`src/rtl/hdlc_tx_framer_if.sv`:
```
// hdlc_tx_framer_if: payload handshake, control and serial line between the Tx buffer side and the HDLC framer
interface hdlc_tx_framer_if;
  logic Tx_Start;
  logic [7:0] Tx_Data;
  logic Tx_ByteValid;
  logic Tx_LastByte;
  logic Tx_AbortFrame;
  logic Tx_ByteReq;
  logic Tx;
  logic Tx_ValidFrame;
  logic Tx_Done;
  logic Tx_AbortedTrans;
  modport master(
    output Tx_Start, Tx_Data, Tx_ByteValid, Tx_LastByte, Tx_AbortFrame,
    input Tx_ByteReq, Tx, Tx_ValidFrame, Tx_Done, Tx_AbortedTrans
  );
  modport slave(
    input Tx_Start, Tx_Data, Tx_ByteValid, Tx_LastByte, Tx_AbortFrame,
    output Tx_ByteReq, Tx, Tx_ValidFrame, Tx_Done, Tx_AbortedTrans
  );
endinterface

```
`src/rtl/hdlc_tx_framer.sv`:
```
// hdlc_tx_framer: bit-serial HDLC Tx framer with flags, zero insertion and abort; define HDLC_TX_FCS_EN to append a CRC-16 FCS
module hdlc_tx_framer #(
  parameter int MAX_BYTES = 126,
  parameter logic [7:0] FLAG = 8'b0111_1110
) (
  input logic Clk,
  input logic Rst,
  hdlc_tx_framer_if.slave bus
);
  typedef enum logic [2:0] {
    IDLE,
    START_FLAG,
    DATA,
    END_FLAG,
`ifdef HDLC_TX_FCS_EN
    FCS,
`endif
    ABORT
  } state_t;
  state_t state;
  logic [2:0] bitCnt, shCnt, ones;
  logic [7:0] shReg, holdReg, byteCnt;
  logic shLast, holdLast, holdFull, lastAcc;
`ifdef HDLC_TX_FCS_EN
  logic [15:0] crc, fcsReg;
  logic [3:0] fcsCnt;
  logic [15:0] crcNext;
`endif
  logic accept, stuff, dataBit, inFrame, abortNow;
  assign bus.Tx_ByteReq = (state == START_FLAG || state == DATA) && !holdFull && !lastAcc;
  assign accept = bus.Tx_ByteReq && bus.Tx_ByteValid;
  assign stuff = ones == 3'd5;
  // an empty shifter takes its next bit straight from the holding register so bytes leave back to back
  assign dataBit = shCnt == 3'd0 ? holdReg[0] : shReg[0];
  assign inFrame = state == START_FLAG || state == DATA
`ifdef HDLC_TX_FCS_EN
    || state == FCS
`endif
    ;
  assign abortNow = (inFrame && (bus.Tx_AbortFrame || (accept && byteCnt == 8'(MAX_BYTES))))
    || (state == DATA && !stuff && shCnt == 3'd0 && !holdFull && !shLast);
`ifdef HDLC_TX_FCS_EN
  assign crcNext = {1'b0, crc[15:1]} ^ ((crc[0] ^ dataBit) ? 16'hA001 : 16'h0000);
`endif
  always_ff @(posedge Clk) begin
    if (Rst) begin
      state <= IDLE;
      bus.Tx <= 1'b1;
      bus.Tx_ValidFrame <= 1'b0;
      bus.Tx_Done <= 1'b0;
      bus.Tx_AbortedTrans <= 1'b0;
      holdFull <= 1'b0;
      lastAcc <= 1'b0;
      ones <= '0;
      byteCnt <= '0;
      bitCnt <= '0;
      shCnt <= '0;
      shLast <= 1'b0;
    end else begin
      bus.Tx_Done <= 1'b0;
      bus.Tx_AbortedTrans <= 1'b0;
      if (accept) begin
        holdReg <= bus.Tx_Data;
        holdLast <= bus.Tx_LastByte;
        holdFull <= 1'b1;
        lastAcc <= bus.Tx_LastByte;
        byteCnt <= byteCnt == 8'hFF ? byteCnt : byteCnt + 8'd1;
      end
      if (abortNow) begin
        state <= ABORT;
        bus.Tx <= 1'b0;
        bitCnt <= 3'd1;
        ones <= '0;
        holdFull <= 1'b0;
      end else begin
        case (state)
          IDLE: begin
            bus.Tx <= 1'b1;
            if (bus.Tx_Start) begin
              state <= START_FLAG;
              bus.Tx <= FLAG[0];
              bus.Tx_ValidFrame <= 1'b1;
              bitCnt <= 3'd1;
              byteCnt <= '0;
              lastAcc <= 1'b0;
              holdFull <= 1'b0;
              shCnt <= '0;
              shLast <= 1'b0;
              ones <= '0;
`ifdef HDLC_TX_FCS_EN
              crc <= '0;
`endif
            end
          end
          START_FLAG: begin
            bus.Tx <= FLAG[bitCnt];
            bitCnt <= bitCnt + 3'd1;
            if (bitCnt == 3'd7) state <= DATA;
          end
          DATA: begin
            if (stuff) begin
              bus.Tx <= 1'b0;
              ones <= '0;
            end else if (shCnt != 3'd0 || holdFull) begin
              bus.Tx <= dataBit;
              ones <= dataBit ? ones + 3'd1 : 3'd0;
              shReg <= (shCnt == 3'd0 ? holdReg : shReg) >> 1;
              shCnt <= shCnt == 3'd0 ? 3'd7 : shCnt - 3'd1;
`ifdef HDLC_TX_FCS_EN
              crc <= crcNext;
`endif
              if (shCnt == 3'd0) begin
                shLast <= holdLast;
                holdFull <= 1'b0;
              end
            end else begin
`ifdef HDLC_TX_FCS_EN
              state <= FCS;
              bus.Tx <= crc[0];
              ones <= crc[0] ? ones + 3'd1 : 3'd0;
              fcsReg <= {1'b0, crc[15:1]};
              fcsCnt <= 4'd15;
`else
              state <= END_FLAG;
              bus.Tx <= FLAG[0];
              bitCnt <= 3'd1;
              ones <= '0;
`endif
            end
          end
`ifdef HDLC_TX_FCS_EN
          FCS: begin
            if (stuff) begin
              bus.Tx <= 1'b0;
              ones <= '0;
            end else if (fcsCnt != 4'd0) begin
              bus.Tx <= fcsReg[0];
              ones <= fcsReg[0] ? ones + 3'd1 : 3'd0;
              fcsReg <= fcsReg >> 1;
              fcsCnt <= fcsCnt - 4'd1;
            end else begin
              state <= END_FLAG;
              bus.Tx <= FLAG[0];
              bitCnt <= 3'd1;
              ones <= '0;
            end
          end
`endif
          END_FLAG: begin
            bus.Tx <= bitCnt == 3'd0 ? 1'b1 : FLAG[bitCnt];
            bitCnt <= bitCnt + 3'd1;
            if (bitCnt == 3'd0) begin
              state <= IDLE;
              bus.Tx_Done <= 1'b1;
              bus.Tx_ValidFrame <= 1'b0;
            end
          end
          ABORT: begin
            bus.Tx <= 1'b1;
            bitCnt <= bitCnt + 3'd1;
            if (bitCnt == 3'd0) begin
              state <= IDLE;
              bus.Tx_AbortedTrans <= 1'b1;
              bus.Tx_ValidFrame <= 1'b0;
            end
          end
          default: state <= IDLE;
        endcase
      end
    end
  end
endmodule
```
`src/flat_wrapper.sv`:
```
// flat-port wrapper written by rule: the top's interface ports become plain ports
module hdlc_tx_framer_flat 
#(
  parameter int MAX_BYTES = 126,
  parameter logic [7:0] FLAG = 8'b0111_1110
)
  (Clk, Rst, bus_Tx_Start, bus_Tx_Data, bus_Tx_ByteValid, bus_Tx_LastByte, bus_Tx_AbortFrame, bus_Tx_ByteReq, bus_Tx, bus_Tx_ValidFrame, bus_Tx_Done, bus_Tx_AbortedTrans);
  hdlc_tx_framer_if bus_i ();
  input logic Clk;
  input logic Rst;
  input wire logic [$bits(bus_i.Tx_Start)-1:0] bus_Tx_Start;
  input wire logic [$bits(bus_i.Tx_Data)-1:0] bus_Tx_Data;
  input wire logic [$bits(bus_i.Tx_ByteValid)-1:0] bus_Tx_ByteValid;
  input wire logic [$bits(bus_i.Tx_LastByte)-1:0] bus_Tx_LastByte;
  input wire logic [$bits(bus_i.Tx_AbortFrame)-1:0] bus_Tx_AbortFrame;
  output wire logic [$bits(bus_i.Tx_ByteReq)-1:0] bus_Tx_ByteReq;
  output wire logic [$bits(bus_i.Tx)-1:0] bus_Tx;
  output wire logic [$bits(bus_i.Tx_ValidFrame)-1:0] bus_Tx_ValidFrame;
  output wire logic [$bits(bus_i.Tx_Done)-1:0] bus_Tx_Done;
  output wire logic [$bits(bus_i.Tx_AbortedTrans)-1:0] bus_Tx_AbortedTrans;
  assign bus_i.Tx_Start = bus_Tx_Start;
  assign bus_i.Tx_Data = bus_Tx_Data;
  assign bus_i.Tx_ByteValid = bus_Tx_ByteValid;
  assign bus_i.Tx_LastByte = bus_Tx_LastByte;
  assign bus_i.Tx_AbortFrame = bus_Tx_AbortFrame;
  assign bus_Tx_ByteReq = bus_i.Tx_ByteReq;
  assign bus_Tx = bus_i.Tx;
  assign bus_Tx_ValidFrame = bus_i.Tx_ValidFrame;
  assign bus_Tx_Done = bus_i.Tx_Done;
  assign bus_Tx_AbortedTrans = bus_i.Tx_AbortedTrans;
  hdlc_tx_framer #(.MAX_BYTES(MAX_BYTES), .FLAG(FLAG)) u_core (.Clk(Clk), .Rst(Rst), .bus(bus_i));
endmodule
```
`config.mk`:
```
export PLATFORM = sky130hd
export DESIGN_NAME = hdlc_tx_framer_flat
export DESIGN_NICKNAME = d
export VERILOG_FILES = /design/src/rtl/hdlc_tx_framer_if.sv /design/src/rtl/hdlc_tx_framer.sv /design/src/flat_wrapper.sv
export SDC_FILE = /design/constraint.sdc
export NUM_CORES = 1
export LEC_CHECK = 0
export ABC_AREA = 1
export CORE_MARGIN = 2
export CORE_UTILIZATION = 45
export CTS_CLUSTER_DIAMETER = 60
export DETAILED_ROUTE_END_ITERATION = 6
export RECOVER_POWER = 100
export SETUP_SLACK_MARGIN = 0.4
export SLEW_MARGIN = 20
export SYNTH_ARGS = -nofsm -noshare
export SYNTH_HDL_FRONTEND = slang
export SYNTH_SLANG_ARGS = --single-unit
```
`constraint.sdc`:
```
create_clock -name Clk -period 4.9 [get_ports Clk]
set_input_delay 0.98 -clock Clk [delete_from_list [all_inputs] [get_ports Clk]]
set_output_delay 0.98 -clock Clk [all_outputs]
set_load 0.01 [all_outputs]
```
==> metrics.md, run 1 <==
| Metric | Value |
|---|---|
| Total Negative Setup Slacks | `0 ps` |
| Number of CTS-inserted buffers | `5` |
| Die W | `73.9 µm` |
| Antenna fix cells | `0` |
| H-tree Lvls | `2` |
| Yosys warning count | `0` |
| Clock Path Buffers | `2` |
| Clock slew at reported path FFs | `80 ps` |
| Nets | `316` |
| Slew @ Worst Pin | `802 ps` |
| Simple-Gate Fraction of Synth Area | `31.4%` |
| Die height | `73.9 µm` |
| Setup WS post-layout | `just under 2000 ps` |
| GRT busiest layer | `met2` |
| Worst EP arrival | `1930 ps` |
| Critical path type | `flop to primary output` |
| Final WL | `4.16 mm` |
| Max-Cap Viols | `0` |
| Post-CTS Repair Setup Buffers | `0` |
| Routing usage on met1 | `between 20% and 30%` |
| Largest net degree at the start of global routing | `15` |
| Residual DRC | `0` |
| CTS tree | `yes` |
| F_max | `around 340 MHz` |
| Core Area | `4720 µm²` |
| I/O pin count | `19` |
| Synth Area in Compound Gates | `7.68%` |
| Register area share after synthesis | `46.4%` |
| Leakage | `1.06 nW` |
| Yosys reg bits | `43` |
| Die area | `5460 µm²` |
| Vias in the first global route | `1556` |
| M2 GR Usage | `about a quarter` |
| Layout cells sized above 1 | `8.84%` |
| Final setup violating endpoints | `0` |
| First-pass GRT wire length | `6.91 mm` |
| DR vias/cell | `around 4.7` |
| Via Count | `1698` |
| Post-synthesis xor/xnor area fraction | `1.99%` |
| Largest delay contributor family on the critical path | `buffers and inverters` |
| Pwr Density | `497 nW/µm²` |
| Clk sinks | `43` |
| Most frequent cells in the layout | `nand2_1 (63), nor2_1 (41), inv_1 (35), dfxtp_1 (27)` |
| Critical Path RT | `3920 ps` |
| Crit path time final | `roughly 2900 ps` |
| Syn_nets | `293` |
| Worst-Skew Late Latency | `about 290 ps` |
| Largest area contributor in the netlist | `dfxtp_1` |
| Final Hold Vio Count | `0` |
| VDD IR max | `0.269 mV` |
| CTS Root Buffer Type | `clkbuf_8` |
| Rows | `25` |
| Port bufs | `18` |
| Bufs and invs on worst path | `2` |
| Slowest library cell on the worst path | `dlygate4sd3_1` |
| Crit path capture type | `primary output` |
| Syn Std Cell Area | `2200 µm²` |
| Worst hold path type | `flop to flop` |
| Post-Synth Adder-Cell Area | `5.12%` |
| Tcrit/Tclk final | `a little under 60%` |
| Post-place setup slack | `2000 ps` |
| RSZ-0062 raised after global routing | `no` |
| Post-synthesis mux area share | `0%` |
| Worst r2r path cells | `11` |
| Top post-synthesis cells by area | `dfxtp_1 (25%), edfxtp_1 (22%), nand2_1 (11%)` |
| Initial antenna violation count | `0` |
| Placed cell areas | `2450 µm²` |
| Rel. slew slack | `46.3%` |
| Routed Antenna Nets | `0` |
| Syn avg cell area | `8.14 µm²` |
| Met3 global-route usage | `4.80%` |
| Routability Congestion | `approximately 0.86` |
| Critical path cell sequence | `nand3_4 -> nand2_4 -> inv_1 -> nor3_1 -> dlygate4sd3_1` |
| Max-slew violation count | `0` |
| Average wire per standard cell | `roughly 12 µm` |
| Final Cell Area | `2480 µm²` |
| Min-Delay Path Depth | `2` |
| Top cell type's share of synthesized area | `24.6%` |
| Commonest non-fill, non-tap cell in the layout | `nand2_1` |
| Outcome | `complete, no violations` |
| GRT overflow | `0` |
| Post-DP HPWL | `3.15 mm` |
| Largest stage delay on the critical path | `630 ps` |
| CTS Hold Bufs | `0` |
| Critical Path Start Type | `flop` |
| First-pass iteration count of the detailed router | `4` |
| Crit path max fanout | `6` |
| Layout area overhead | `12.7%` |
| Resized cells post-CTS | `0` |
| Netlist cell types | `34` |
| Clk_skew | `6.65 ps` |
| Post-Syn Instances | `270` |
| Largest family of logic cells by synthesized area | `simple AND/OR/NAND/NOR gates` |
| Starting Density | `46.5%` |
| Overall Global Routing Usage | `around 17%` |
| Stages on worst setup path | `5` |
| Detailed Route Iter0 Violations | `46` |
-- through the flow --
| stage | util [%] | hold WS, ps | power [mW] | cells |
|---|---|---|---|---|
| 2_1_floorplan | - | 472 | 0.924 | 270 |
| 3_3_place_gp | 51.9 | 458 | 1.07 | 353 |
| 3_5_place_dp | 51.9 | 455 | 1.07 | 353 |
| 4_1_cts | 53.8 | 471 | 1.29 | 361 |
| 5_1_grt | 52.5 | 492 | 1.35 | 361 |
| 6_report | 52.5 | 463 | 1.23 | 361 |
-- sequential cells by signal, indices dropped and copies added (netlist names) --
signal / cells
u_core.bus.Tx_AbortedTrans: 1
u_core.holdReg: 8
u_core.bus.Tx_ValidFrame: 1
u_core.shReg: 7
u_core.bus.Tx_Done: 1
u_core.bitCnt: 3
u_core.holdLast: 1
u_core.shCnt: 3
u_core.state: 3
u_core.holdFull: 1
u_core.bus.Tx: 1
u_core.ones: 3
u_core.lastAcc: 1
u_core.byteCnt: 8
u_core.shLast: 1
-- power by group --
group,leakage (nW),total [mW],switching [mW],internal (mW)
clock network,0.0402,0.220,0.120,0.0991
logic,0.652,0.534,0.356,0.178
registers,0.365,0.477,0.0338,0.444
total,1.06,1.23,0.510,0.721
-- tightest hold or removal path: stages, from the launching register on --
cell and delay, ps:
dfxtp_1 310, nand2_1 60, a21oi_1 50
-- worst paths after layout --
kind | from | endpoint | slack, ps
worst max register to register | u_core.shCnt[0] | u_core.shReg[1] | 2090
worst min register to register | u_core.bus.Tx_ValidFrame | u_core.bus.Tx_ValidFrame | 460
worst min-delay path | u_core.bus.Tx_ValidFrame | u_core.bus.Tx_ValidFrame | 460
worst max-delay path | u_core.state[1] | bus_Tx_ByteReq | 1990
-- kinds of logic after synthesis --
kind of cell / count (synthesis)
and+or+nand+nor: 142
buffers and inverters: 43
DFF: 43
AOI/OAI and AO/OA: 28
adders and majority gates: 9
xor gates and xnor gates: 5
-- routing by layer --
| layer | up-vias | share of wire (%) |
|---|---|---|
| met3 | 4 | 4.5 |
| li1 | 910 | - |
| met2 | 33 | 46 |
| met4 | 0 | 0.87 |
| met5 | - | 0 |
| met1 | 751 | 49 |
-- area by class of cell --
cell class,count,area (µm²)
Clock buffer,5,68.8
Clock inverter,3,20.0
Fill cell,469,2240
Inverter,41,154
Multi-Input combinational cell,184,951
Sequential cell,43,1020
Tap cell,67,83.8
Timing Repair Buffer,18,180
-- Yosys cell counts --
library cell   n
a211oi_1       1
a21oi_1        7
a21oi_2        4
a22oi_1        1
a2bb2oi_1      1
a31oi_1        1
and2_1         1
buf_1          1
buf_2          1
dfxtp_1       27
edfxtp_1      16
ha_1           9
inv_1         33
inv_2          8
nand2_1       62
nand2_2        2
nand2_4        2
nand3_1       11
nand3_2        2
nand3_4        2
nand3b_1       1
nand4_1        7
nor2_1        37
nor2_2         4
nor2_4         3
nor3_1         4
nor3_4         1
nor3b_1        1
o2111ai_1      1
o21ai_0       11
o21ai_1        1
or2_2          2
xnor2_1        1
xor2_1         4
No activity file was read; power rests on OpenSTA's default activity.
==> run 2, diff against run 1 <==
PLACE_DENSITY = 0.67   (was not set)
clock period = 2.35 ns   (was 4.9 ns; I/O delays follow)
==> run 2 against run 1 <==
Total power up 120%. Core utilization grew 2.1 points. Critical path depth is 1 higher. Cell count increased by 1.7%. Clock skew is essentially flat. Clock-buffer cell count stayed put. Worst setup slack got worse by 1600 ps. Via count increased by 2.5%. Critical path type unchanged.
==> metrics.md, run 2 (synthesis results as in run 1) <==
| Metric | Value |
|---|---|
| H-tree Lvls | `2 (unchanged)` |
| Final Hold Vio Count | `0 (unchanged)` |
| Largest net degree at the start of global routing | `16 (+1)` |
| Critical Path Start Type | `flop` |
| I/O pin count | `19 (unchanged)` |
| Final Cell Area | `2580 µm² (+4.0%)` |
| Power share of the clock group | `17.5% (-0.3 points)` |
| Clock Path Buffers | `2 (unchanged)` |
| Die area | `5460 µm² (unchanged)` |
| Total Negative Setup Slacks | `0 ps (unchanged)` |
| Crit path time final | `~2000 ps` |
| Fillcell total | `460 (-1.9%)` |
| Largest stage delay on the critical path | `360 ps (-270 ps)` |
| DR vias/cell | `4.74 (+0.80%)` |
| Pint | `1.57 mW (+120%)` |
| Routability Congestion | `0.855 (-0.44%)` |
| Post-place setup slack | `202 ps (-1800 ps)` |
| Slowest library cell on the worst path | `dfxtp_1` |
| Placed cell areas | `2480 µm² (+0.92%)` |
| Hold slack | `479 ps (+16.2 ps)` |
| Post-DP HPWL | `3.07 mm (-2.6%)` |
| Number of CTS-inserted buffers | `5 (unchanged)` |
| Max-slew violation count | `0 (unchanged)` |
| Worst hold path type | `flop to flop` |
| Detailed Route Iter0 Violations | `54 (+17%)` |
| Port bufs | `18 (unchanged)` |
| Sw power | `1.14 mW (+120%)` |
| Max-Cap Viols | `0 (unchanged)` |
| GRT overflow | `0 (unchanged)` |
| Initial antenna violation count | `0 (unchanged)` |
| Clk sinks | `43 (unchanged)` |
| Residual DRC | `0 (unchanged)` |
| Average wire per standard cell | `11.3 µm (-2.0%)` |
| Critical path type | `flop to primary output` |
| Core Area | `4720 µm² (unchanged)` |
| Die height | `73.9 µm (unchanged)` |
| Critical Path RT | `1880 ps (-2040 ps)` |
| Crit path max fanout | `5 (-1)` |
| Final WL | `4.14 mm (-0.38%)` |
| CTS Root Buffer Type | `clkbuf_8` |
| Routed Antenna Nets | `0 (unchanged)` |
| Setup WS post-layout | `340 ps (-1650 ps)` |
| Slew @ Worst Pin | `638 ps (-164 ps)` |
| Vias in the first global route | `1671 (+7.4%)` |
| Via Count | `1740 (+2.5%)` |
| Pwr Density | `1050 nW/µm² (+110%)` |
| First-pass iteration count of the detailed router | `5 (+1)` |
| Overall Global Routing Usage | `17.4% (+0.62 points)` |
| CTS Hold Bufs | `0 (unchanged)` |
| Worst-Skew Late Latency | `300 ps (about the same)` |
| Leakage | `1.09 nW (+3.3%)` |
| Critical path cell sequence | `inv_2 -> nand3_2 -> nand2_1 -> inv_1 -> nor3_2 -> clkbuf_1` |
| Util after Layout | `54.6% (+2.1 points)` |
| Outcome | `complete, no violations` |
| Clk_skew | `6.55 ps (-0.104 ps)` |
| Logic pwr share | `45.6% (+2.2 points)` |
| Starting Density | `46.5% (unchanged)` |
| Top flop regs | `u_core.byteCnt (8), u_core.holdReg (8), u_core.shReg (7)` |
| First-pass GRT wire length | `7.11 mm (+2.9%)` |
| Worst EP arrival | `1540 ps (-390 ps)` |
| Nets | `322 (+1.9%)` |
| RSZ-0062 raised after global routing | `no` |
| Largest delay contributor family on the critical path | `simple AND/OR/NAND/NOR gates` |
| CTS tree | `yes` |
| Layout area overhead | `17.3%` |
| Most frequent cells in the layout | `nand2_1 (61), nor2_1 (41), inv_1 (35), dfxtp_1 (25), edfxtp_1 (16)` |
| VDD IR max | `0.534 mV (+99%)` |
| Clock slew at reported path FFs | `80 ps (about the same)` |
| Commonest non-fill, non-tap cell in the layout | `nand2_1` |
| F_max | `between 400 and 500 MHz` |
| Die W | `73.9 µm (unchanged)` |
| Rel. slew slack | `57.5% (+11 points)` |
| Flop pwr share | `36.8% (-2.0 points)` |
| Layout cells sized above 1 | `12.7% (+3.8 points)` |
| Bufs and invs on worst path | `3 (+1)` |
| Crit path capture type | `primary output` |
| Antenna fix cells | `0 (unchanged)` |
| Tcrit/Tclk final | `a little under nine tenths` |
| Switch share | `42.2% (+0.72 points)` |
| Final setup violating endpoints | `0 (unchanged)` |
| Rows | `25 (unchanged)` |
[run 2: cell types whose count changed in the layout (fill, tap and decap cells not counted), sizes merged]
| cell | before | now |
|---|---|---|
| clkdlybuf4s50 | 2 | 3 |
| dlygate4sd3 | 16 | 14 |
| buf | 0 | 5 |
| clkbuf | 5 | 7 |
[run 2: worst reg2reg max path: cells and delay by family (launching register included)]
| family | cells | cell delay, ps |
|---|---|---|
| DFF | 1 | 410 |
| and+or+nand+nor | 8 | 930 |
| buffers and inverters | 3 | 370 |
[run 2: final timing paths]
kind	startpoint	endpoint	slack, ps	depth (start not counted)
setup / recovery	u_core.state[2]	bus_Tx_ByteReq	340	6
hold / removal	u_core.bus.Tx_ValidFrame	u_core.bus.Tx_ValidFrame	480	2
setup reg to reg	u_core.state[2]	u_core.shReg[2]	360	11
hold reg to reg	u_core.bus.Tx_ValidFrame	u_core.bus.Tx_ValidFrame	480	2
[run 2: power by group through the flow]
stage                     Sequential, mW  Combinational, mW  Clock, mW
after floorplan                     1.01              0.920          0
after global placement              1.01               1.24          0
after detailed placement            1.01               1.25          0
after CTS                          0.999               1.27      0.489
after global routing                1.01               1.45      0.514
final                              0.998               1.24      0.475
[run 2: timing repair]
item	4_1_cts	5_1_grt
setup buffers	1	2
endpoints found under the setup margin	8	8
pin swaps	2	1
gates resized for setup	7	11
[run 2: metrics by stage]
stage | cells | power [mW]
detailed placement | 356 | 2.26
finish | 367 | 2.71
global placement | 356 | 2.25
global route | 367 | 2.98
CTS | 365 | 2.76
floorplan | 270 | 1.93
[run 2: final cells by class]
cell class,instances,area (µm²),area share (%)
repair buffers,24,219,8.49
well taps,67,83.8,3.25
multi-input cells,184,1000,38.8
inverters,41,159,6.16
flip-flops and latches,43,1020,39.7
clock buffers,5,68.8,2.67
clock inverters,3,23.8,0.922
[run 2: routing by layer]
metal  vias up  track usage [%]  share of wire, %
li1        927                -                 -
met1       785             21.6                48
met2        20             29.1                47
met3         8             4.53               2.8
met4         0             6.06               2.0
met5         -                0                 0
